## src/rtl/translation_pkg.sv

```systemverilog
// Shared TLB types and address helpers for tlb_unit and tlb_match.
// Lookup result formatting lives here so the fetch and data ports decode identically.
package translation_pkg;

   localparam int NUM_TLB   = 16;
   localparam int TLB_INDEX = 4;

   typedef struct packed {
      logic [18:0] vpn2;
      logic [7:0]  asid;
      logic        g;
      logic [19:0] pfn0;
      logic [2:0]  c0;
      logic        d0;
      logic        v0;
      logic [19:0] pfn1;
      logic [2:0]  c1;
      logic        d1;
      logic        v1;
   } tlb_entry_t;

   typedef struct packed {
      logic [31:0] index;
      logic [31:0] entryhi;
      logic [31:0] entrylo0;
      logic [31:0] entrylo1;
   } tu_op_resp_t;

   typedef struct packed {
      logic [31:0] pa;
      logic        uncached;
      logic        refill;
      logic        invalid;
      logic        modified;
   } tlb_lookup_t;

   typedef enum logic [1:0] {SEG_MAPPED, SEG_KSEG0, SEG_KSEG1} seg_t;

   function automatic seg_t seg_decode(input logic [31:0] va);
      if (va[31:29] == 3'b100)
         return SEG_KSEG0;
      else if (va[31:29] == 3'b101)
         return SEG_KSEG1;
      else
         return SEG_MAPPED;
   endfunction

   // Faults are exclusive and ordered refill > invalid > mod; any fault zeroes pa.
   function automatic tlb_lookup_t format_lookup(input logic [31:0] va,
                                                 input logic        store,
                                                 input logic        hit,
                                                 input tlb_entry_t  e,
                                                 input logic [2:0]  k0);
      tlb_lookup_t r;
      logic [19:0] pfn;
      logic [2:0]  c;
      logic        d;
      logic        v;
      r   = '0;
      pfn = va[12] ? e.pfn1 : e.pfn0;
      c   = va[12] ? e.c1   : e.c0;
      d   = va[12] ? e.d1   : e.d0;
      v   = va[12] ? e.v1   : e.v0;
      case (seg_decode(va))
         SEG_KSEG0: begin
            r.pa       = va & 32'h1FFF_FFFF;
            r.uncached = (k0 != 3'd3);
         end
         SEG_KSEG1: begin
            r.pa       = va & 32'h1FFF_FFFF;
            r.uncached = 1'b1;
         end
         default: begin
            if (!hit)
               r.refill = 1'b1;
            else if (!v)
               r.invalid = 1'b1;
            else if (store && !d)
               r.modified = 1'b1;
            else begin
               r.pa       = {pfn, va[11:0]};
               r.uncached = (c != 3'd3);
            end
         end
      endcase
      return r;
   endfunction

endpackage

```

## src/rtl/tlb_match.sv

```systemverilog
// Combinational fully associative match over the TLB array.
// The scan runs from the top index down so the lowest matching index is the one kept.
module tlb_match
   import translation_pkg::*;
(
   input  tlb_entry_t [NUM_TLB-1:0] entries,
   input  logic [18:0]              vpn2,
   input  logic [7:0]               asid,
   output logic                     hit,
   output logic [TLB_INDEX-1:0]     idx,
   output tlb_entry_t               entry
);

   always_comb begin
      hit   = 1'b0;
      idx   = '0;
      entry = '0;
      for (int i = NUM_TLB - 1; i >= 0; i--) begin
         if (entries[i].vpn2 == vpn2 && (entries[i].g || entries[i].asid == asid)) begin
            hit   = 1'b1;
            idx   = TLB_INDEX'(i);
            entry = entries[i];
         end
      end
   end

endmodule

```

## src/rtl/tlb_unit.sv

```systemverilog
// Joint TLB: CP0 probe/read/write service, Random counter and 1-cycle fetch/data translation.
// Probe and read are combinational; writes land on the clock edge, so same-cycle users see old contents.
module tlb_unit
   import translation_pkg::*;
(
   input  logic                 clk,
   input  logic                 resetn,
   input  logic [31:0]          entryhi,
   input  logic [31:0]          entrylo0,
   input  logic [31:0]          entrylo1,
   input  logic [31:0]          index,
   input  logic [TLB_INDEX-1:0] wired,
   input  logic                 wired_we,
   input  logic [2:0]           k0,
   input  logic                 is_tlbwi,
   input  logic                 is_tlbwr,
   output tu_op_resp_t          tu_op_resp,
   output logic [TLB_INDEX-1:0] random,
   input  logic                 i_req,
   input  logic [31:0]          i_va,
   output logic                 i_resp,
   output logic [31:0]          i_pa,
   output logic                 i_uncached,
   output logic                 i_refill,
   output logic                 i_invalid,
   input  logic                 d_req,
   input  logic [31:0]          d_va,
   input  logic                 d_store,
   output logic                 d_resp,
   output logic [31:0]          d_pa,
   output logic                 d_uncached,
   output logic                 d_refill,
   output logic                 d_invalid,
   output logic                 d_mod
);

   localparam logic [TLB_INDEX-1:0] RAND_TOP = TLB_INDEX'(NUM_TLB - 1);

   tlb_entry_t [NUM_TLB-1:0] tlb_q;
   tlb_entry_t               wr_entry;
   tlb_entry_t               rd_entry;
   logic [TLB_INDEX-1:0]     random_q;
   logic [TLB_INDEX-1:0]     waddr;

   logic                     i_resp_q, d_resp_q, d_store_q;
   logic [31:0]              i_va_q, d_va_q;
   logic [7:0]               i_asid_q, d_asid_q;
   tlb_lookup_t              i_lk, d_lk, i_hold_q, d_hold_q, i_out, d_out;

   logic                     i_hit, d_hit, p_hit;
   logic [TLB_INDEX-1:0]     p_idx, i_idx_unused, d_idx_unused;
   tlb_entry_t               i_entry, d_entry, p_entry_unused;

   always_comb begin
      wr_entry      = '0;
      wr_entry.vpn2 = entryhi[31:13];
      wr_entry.asid = entryhi[7:0];
      wr_entry.g    = entrylo0[0] & entrylo1[0];
      wr_entry.pfn0 = entrylo0[25:6];
      wr_entry.c0   = entrylo0[5:3];
      wr_entry.d0   = entrylo0[2];
      wr_entry.v0   = entrylo0[1];
      wr_entry.pfn1 = entrylo1[25:6];
      wr_entry.c1   = entrylo1[5:3];
      wr_entry.d1   = entrylo1[2];
      wr_entry.v1   = entrylo1[1];
   end

   assign waddr = is_tlbwi ? index[TLB_INDEX-1:0] : random_q;

   always_ff @(posedge clk or negedge resetn) begin
      if (!resetn)
         tlb_q <= '0;
      else if (is_tlbwi || is_tlbwr)
         tlb_q[waddr] <= wr_entry;
   end

   always_ff @(posedge clk or negedge resetn) begin
      if (!resetn)
         random_q <= RAND_TOP;
      else if (wired_we || random_q <= wired)
         random_q <= RAND_TOP;
      else
         random_q <= random_q - 1'b1;
   end

   assign random = random_q;

   tlb_match u_match_p (
      .entries (tlb_q),
      .vpn2    (entryhi[31:13]),
      .asid    (entryhi[7:0]),
      .hit     (p_hit),
      .idx     (p_idx),
      .entry   (p_entry_unused)
   );

   assign rd_entry = tlb_q[index[TLB_INDEX-1:0]];

   always_comb begin
      tu_op_resp          = '0;
      tu_op_resp.index    = p_hit ? {{(32 - TLB_INDEX){1'b0}}, p_idx} : 32'h8000_0000;
      tu_op_resp.entryhi  = {rd_entry.vpn2, 5'b0, rd_entry.asid};
      tu_op_resp.entrylo0 = {6'b0, rd_entry.pfn0, rd_entry.c0, rd_entry.d0, rd_entry.v0, rd_entry.g};
      tu_op_resp.entrylo1 = {6'b0, rd_entry.pfn1, rd_entry.c1, rd_entry.d1, rd_entry.v1, rd_entry.g};
   end

   // Lookup requests carry the current ASID along with the address.
   always_ff @(posedge clk or negedge resetn) begin
      if (!resetn) begin
         i_resp_q  <= 1'b0;
         i_va_q    <= '0;
         i_asid_q  <= '0;
         d_resp_q  <= 1'b0;
         d_va_q    <= '0;
         d_asid_q  <= '0;
         d_store_q <= 1'b0;
      end else begin
         i_resp_q <= i_req;
         d_resp_q <= d_req;
         if (i_req) begin
            i_va_q   <= i_va;
            i_asid_q <= entryhi[7:0];
         end
         if (d_req) begin
            d_va_q    <= d_va;
            d_asid_q  <= entryhi[7:0];
            d_store_q <= d_store;
         end
      end
   end

   tlb_match u_match_i (
      .entries (tlb_q),
      .vpn2    (i_va_q[31:13]),
      .asid    (i_asid_q),
      .hit     (i_hit),
      .idx     (i_idx_unused),
      .entry   (i_entry)
   );

   tlb_match u_match_d (
      .entries (tlb_q),
      .vpn2    (d_va_q[31:13]),
      .asid    (d_asid_q),
      .hit     (d_hit),
      .idx     (d_idx_unused),
      .entry   (d_entry)
   );

   assign i_lk = format_lookup(i_va_q, 1'b0, i_hit, i_entry, k0);
   assign d_lk = format_lookup(d_va_q, d_store_q, d_hit, d_entry, k0);

   // Results reflect the array in the response cycle, then freeze until the next request.
   always_ff @(posedge clk or negedge resetn) begin
      if (!resetn) begin
         i_hold_q <= '0;
         d_hold_q <= '0;
      end else begin
         if (i_resp_q)
            i_hold_q <= i_lk;
         if (d_resp_q)
            d_hold_q <= d_lk;
      end
   end

   assign i_out = i_resp_q ? i_lk : i_hold_q;
   assign d_out = d_resp_q ? d_lk : d_hold_q;

   assign i_resp     = i_resp_q;
   assign i_pa       = i_out.pa;
   assign i_uncached = i_out.uncached;
   assign i_refill   = i_out.refill;
   assign i_invalid  = i_out.invalid;

   assign d_resp     = d_resp_q;
   assign d_pa       = d_out.pa;
   assign d_uncached = d_out.uncached;
   assign d_refill   = d_out.refill;
   assign d_invalid  = d_out.invalid;
   assign d_mod      = d_out.modified;

   logic unused_bits;
   assign unused_bits = ^{entryhi[12:8], entrylo0[31:26], entrylo1[31:26], index[31:TLB_INDEX],
                          i_out.modified, i_idx_unused, d_idx_unused, p_entry_unused};

endmodule
```

## config.mk

```make
export PLATFORM = sky130hd
export DESIGN_NAME = tlb_unit
export DESIGN_NICKNAME = d
export VERILOG_FILES = /design/src/rtl/translation_pkg.sv /design/src/rtl/tlb_match.sv /design/src/rtl/tlb_unit.sv
export SDC_FILE = /design/constraint.sdc
export NUM_CORES = 2
export LEC_CHECK = 0
export BUFFER_PORTS_ARGS = -buffer_cell sky130_fd_sc_hd__buf_2
export CAP_MARGIN = 20
export CORE_MARGIN = 2
export CORE_UTILIZATION = 55
export DETAILED_ROUTE_END_ITERATION = 8
export PLACE_DENSITY_LB_ADDON = 0.3
export SLEW_MARGIN = 20
export SYNTH_ARGS = -nofsm -noshare
export SYNTH_HDL_FRONTEND = slang
export SYNTH_SLANG_ARGS = --single-unit
```

## constraint.sdc

```tcl
create_clock -name clk -period 5.9 [get_ports clk]
set_clock_uncertainty 0.05 [all_clocks]
set_input_delay 1.18 -clock clk [delete_from_list [all_inputs] [get_ports clk]]
set_output_delay 1.18 -clock clk [all_outputs]
set_load 0.01 [all_outputs]
```

==> results by group, run 1 <==
Run status
  – Status: did not finish
  – Halt Stage: 5_2_route
  – Err: Error: net2204 5 pin not visited #guides = 76

Synthesis
  – Most common flop cell mapped by yosys: dfrtp_1
  – Avg Inst Size Synth: 11.32 um^2
  – Synth top area cells: dfrtp_1, mux2_2, mux4_2, xor2_1, xnor2_1
  – Post-synth EDFFs: 0
  – Area leader, netlist: dfrtp_1
  – Syn Std Cell Area: 91400 um^2
  – Yosys warning count: 0
  – Post-synthesis sequential area ratio: 38.50%
  – Netlist cell types: 96
  – Post-synth ARST share: 100.0%
  – Mapped Cells: 8072
  – FF+latch count, synth: 1406
  – Top cell type's share of synthesized area: 38.38%

Placed design
  – GPL Wtd Cong: 1.105
  – Final HPWL DP: 331.1 mm
  – Buffers on Ports: 322

Global routing
  – Global-route wire length before repair: 659.1 mm
  – Tot GR Track Use: 55.79%
  – Largest net degree at the start of global routing: 172
  – Initial antenna violation count: 40
  – Vias in the first global route: 82660
  – GRT Residual Overflow: 0

Clock tree
  – CTS Buf Count: 162
  – Root buffer cell: clkbuf_16
  – Clk sinks: 1406
  – Clock tree buffer depth: 3
  – Hold Buf Count CTS: 0
  – H-tree Lvls: 4

Floorplan
  – Initial Utilization: 55.40%
  – I/O pin count: 412
  – Core Rows: 149
  – Die width: 411.7 um
  – Die Height: 411.7 um

STA
  – Worst_ep kind: primary output
  – Worst-path endpoint after global-route repair_timing: d_pa[19]
[logic make-up after synthesis]
kind of cell | share of synthesized area (%)
AND/OR/NAND/NOR | 7.422
XOR/XNOR | 12.44
other | 0.004103
multiplexers | 25.80
flip-flops | 38.50
AO/OA/AOI/OAI | 11.32
buffers and inverters | 4.452
adder cells (fa/ha/maj) | 0.06844
[cell usage after synthesis, types with 147 or more instances]
library cell,n
a21oi_1,209
a221oi_1,156
buf_1,147
clkbuf_1,447
dfrtp_1,1402
mux2_2,1302
mux4_2,390
nand2_1,278
nand3_1,150
nor2_1,311
nor4_1,244
o21ai_0,236
xnor2_1,416
xor2_1,882
[layer usage]
layer and global-route usage, %:
met5 0.9610, met4 36.89, met3 32.04, met2 71.88, met1 69.97
[metrics by stage]
stage | TNS, ps | utilization (%) | setup slack, ps | instances | instance area, um^2
after detailed placement | -903.8 | 62.28 | -480.4 | 10860 | 102800
after floorplan | 0 | - | 1106 | 8115 | 91570
after global placement | -2054 | 62.28 | -666.6 | 10860 | 102800
after global routing | -21380 | 69.16 | -567.2 | 11390 | 114100
after CTS | -13590 | 67.64 | -377.9 | 11280 | 111600
[what timing repair did]
| item | CTS | global route |
|---|---|---|
| cloned | 8 | 5 |
| setup endpoints to repair | 70 | 69 |
| pin swaps | 104 | 167 |
| endpoints found under the hold margin | 0 | 0 |
| setup buffers | 112 | 107 |
| gates resized for setup | 454 | 283 |
==> inputs of run 2 (changes only) <==
CORE_UTILIZATION = 40   (was 55)
PLACE_DENSITY_LB_ADDON = 0.15   (was 0.3)
==> results by group, run 2 <==
Synthesis
  – Post-synth EDFFs: 0 (unchanged)
  – Mapped Cells: 8072 (unchanged)
  – FF+latch count, synth: 1406 (unchanged)
  – Top-count cell post-synth: dfrtp_1
  – Yosys warning count: 0 (unchanged)
  – Top cell type's share of synthesized area: 38.38% (unchanged)
  – Area leader, netlist: dfrtp_1
  – Avg Inst Size Synth: 11.32 um^2 (unchanged)
  – Netlist cell types: 96 (unchanged)
  – Synth cell count leaders: dfrtp_1, mux2_2, xor2_1
  – Post-synth ARST share: 100.0% (unchanged)
  – Synth top area cells: dfrtp_1, mux2_2, mux4_2, xor2_1, xnor2_1
  – Post-synthesis sequential area ratio: 38.50% (unchanged)
  – Syn Std Cell Area: 91400 um^2 (unchanged)
  – Most common flop cell mapped by yosys: dfrtp_1

Floorplan
  – Die area: 232300 um^2
  – Die width: 482.0 um (+17%)
  – Die Height: 482.0 um (+17%)
  – I/O pin count: 412 (unchanged)
  – Initial Utilization: 40.22% (-15 points)
  – Core area: 227300 um^2
  – Core Rows: 175 (+17%)

Cells and area
  – Commonest non-fill, non-tap cells in the layout: dfrtp_1, mux2_2, buf_4
  – Reg with most FFs: tlb_q
  – Commonest non-fill, non-tap cell in the layout: dfrtp_1
  – Ratio of cells with drive above 1 in the final layout: 44.56%
  – Fin nets: 9421
  – Largest register FFs: 1248
  – Non-Filler Instances: 12390
  – Util after Layout: 51.43%
  – Area grow syn2layout: 27.88%
  – Post-route design area: 116900 um^2
  – Regs by FF count: tlb_q x1248, d_hold_q x36, i_hold_q x35

STA
  – RSZ-0062 raised after global routing: true
  – Final hold violation count: 0
  – Clock period minus worst slack: 6490 ps
  – Count of pins over their slew limit: 0
  – Worst Slack Setup Final: -589.8 ps
  – Least-Margin Pin Slew: 1248 ps
  – FMAX: 0.1541 GHz
  – Final period utilization: 110.0%
  – Setup TNS: -27250 ps
  – Setup Viol. Count Final: 69
  – WHS: 209.1 ps
  – Slew margin rel.: 16.82%

Clock tree
  – CTS Buf Count: 172 (+6.2%)
  – Hold Buf Count CTS: 0 (unchanged)
  – Root buffer cell: clkbuf_16
  – TritonCTS clock tree: yes
  – Clk sinks: 1406 (unchanged)
  – Clk_lat worst skew: 880 ps
  – H-tree Lvls: 4 (unchanged)
  – Worst-path clk slew: 60 ps
  – Clock tree buffer depth: 3 (unchanged)

Placed design
  – Buffers on Ports: 322 (unchanged)
  – GPL Wtd Cong: 1.064 (-3.7%)
  – Placement Cell Area: 105200 um^2 (+2.4%)
  – Final HPWL DP: 366.0 mm (+11%)
  – Post-Place Cells: 11840 (+9.0%)

Routing
  – DR vias/cell: 6.845
  – Router iterations before antenna repair: 9
  – Via Count: 84800
  – Starting DRT DRC Count: 13700
  – DR DRC count: 2
  – Routed Antenna Nets: 0
  – DR WL/cell: 41.48 um
  – Routed WL: 513.9 mm

Run status
  – Failing checks: design-rule violations, negative setup slack
  – Status: finished, violations left

Run
  – Number of max-cap violations: 0

Setup path
  – Crit start category: flop
  – CP max FO: 9
  – Crit path capture type: output port
  – Reg2reg start: i_va_q[15]$_DFFE_PN0P_
  – WP data required: 4670 ps
  – CP Class: flop to output port
  – Critical Path AT: 5260 ps
  – Worst setup startpoint: i_va_q[13]$_DFFE_PN0P_

Global routing
  – Vias in the first global route: 81610 (-1.3%)
  – GRT Residual Overflow: 0 (unchanged)
  – Initial antenna violation count: 48 (+20%)
  – Largest net degree at the start of global routing: 149 (-13%)
  – Global-route wire length before repair: 695.9 mm (+5.6%)
  – Tot GR Track Use: 43.17% (-13 points)

Pwr
  – Leakage: 49.61 nW
  – PwrDens: 333.0 nW/um^2
  – Max VDD drop: 286.4 uV

Hold path
  – Hold Path Class: input port to async pin
-- run 2: cell counts after synthesis --
No cell type changed its count.
-- run 2: repair_timing --
action                                  CTS  global route
endpoints found under the setup margin   69            72
gates resized for setup                 574           208
cloned                                    3             3
setup buffers                           147            63
pin swaps                               171           136
-- run 2: kinds of logic after synthesis --
| group | share of synthesized area, % |
|---|---|
| other | 0.004103 |
| AND/OR/NAND/NOR | 7.422 |
| flip-flops | 38.50 |
| adder cells (fa/ha/maj) | 0.06844 |
| multiplexers | 25.80 |
| buffers and inverters | 4.452 |
| XOR/XNOR | 12.44 |
| AO/OA/AOI/OAI | 11.32 |
-- run 2: final timing paths --
kind | end | slack, ps | cells after the start
min in group clk | random[0]$_DFF_PN1_ | 440 | 1
max in group asynchronous | tlb_q[246]$_DFFE_PN0P_ | 3940 | 3
hold reg to reg | random[0]$_DFF_PN1_ | 440 | 1
setup / recovery | i_pa[30] | -590 | 18
hold / removal | d_asid_q[4]$_DFFE_PN0P_ | 210 | 1
setup reg to reg | i_hold_q[30]$_DFF_PN0_ | 1360 | 19
-- run 2: per-layer routing --
metal	share of wire, %	wire length, um	track usage, %	up-vias
met4	6.8	34800	24.03	32
met3	14	72890	17.28	1601
met2	39	203000	58.23	6829
met1	40	203000	58.35	43740
li1	-	-	-	32600
met5	0.046	238	0.1634	-
-- run 2: power breakdown --
| part | switching [mW] | total [mW] | internal (mW) |
|---|---|---|---|
| Combinational | 6.04 | 12.1 | 6.02 |
| Clock | 4.79 | 11.3 | 6.54 |
| Sequential | 3.57 | 15.5 | 12.0 |
-- run 2: layout make-up --
class	instances	area, um^2
Multi-Input combinational cell	5825	55200
Inverter	60	230.2
Tap cell	3009	3765
Antenna cell	30	75.07
Clock buffer	239	4887
Fill cell	20250	110400
Clock inverter	75	1020
Sequential cell	1406	35210
Timing Repair Buffer	1744	16510
-- run 2: through the flow --
step / setup slack [ps] / total power, mW
detailed placement: -552.5 / 26.51
finish: -589.8 / 38.92
floorplan: 1106 / 20.96
CTS: -507.1 / 38.30
global route: -658.6 / 40.01
global placement: -525.4 / 26.30
-- run 2: worst max-delay path, stage by stage (launching register included) --
cell      delay [ps]
dfrtp_1          400
buf_12           160
buf_4            180
buf_4            170
xor2_1           160
nor3_1           440
nand3_4          260
buf_4            280
nor2_1           160
a21boi_0         190
buf_4            190
a211oi_2         240
o31ai_4          130
or3_4            460
buf_4            180
nand4b_1         300
o211ai_1         160
buf_4            180
buf_6            110
Power figures use the tool's default switching activity.
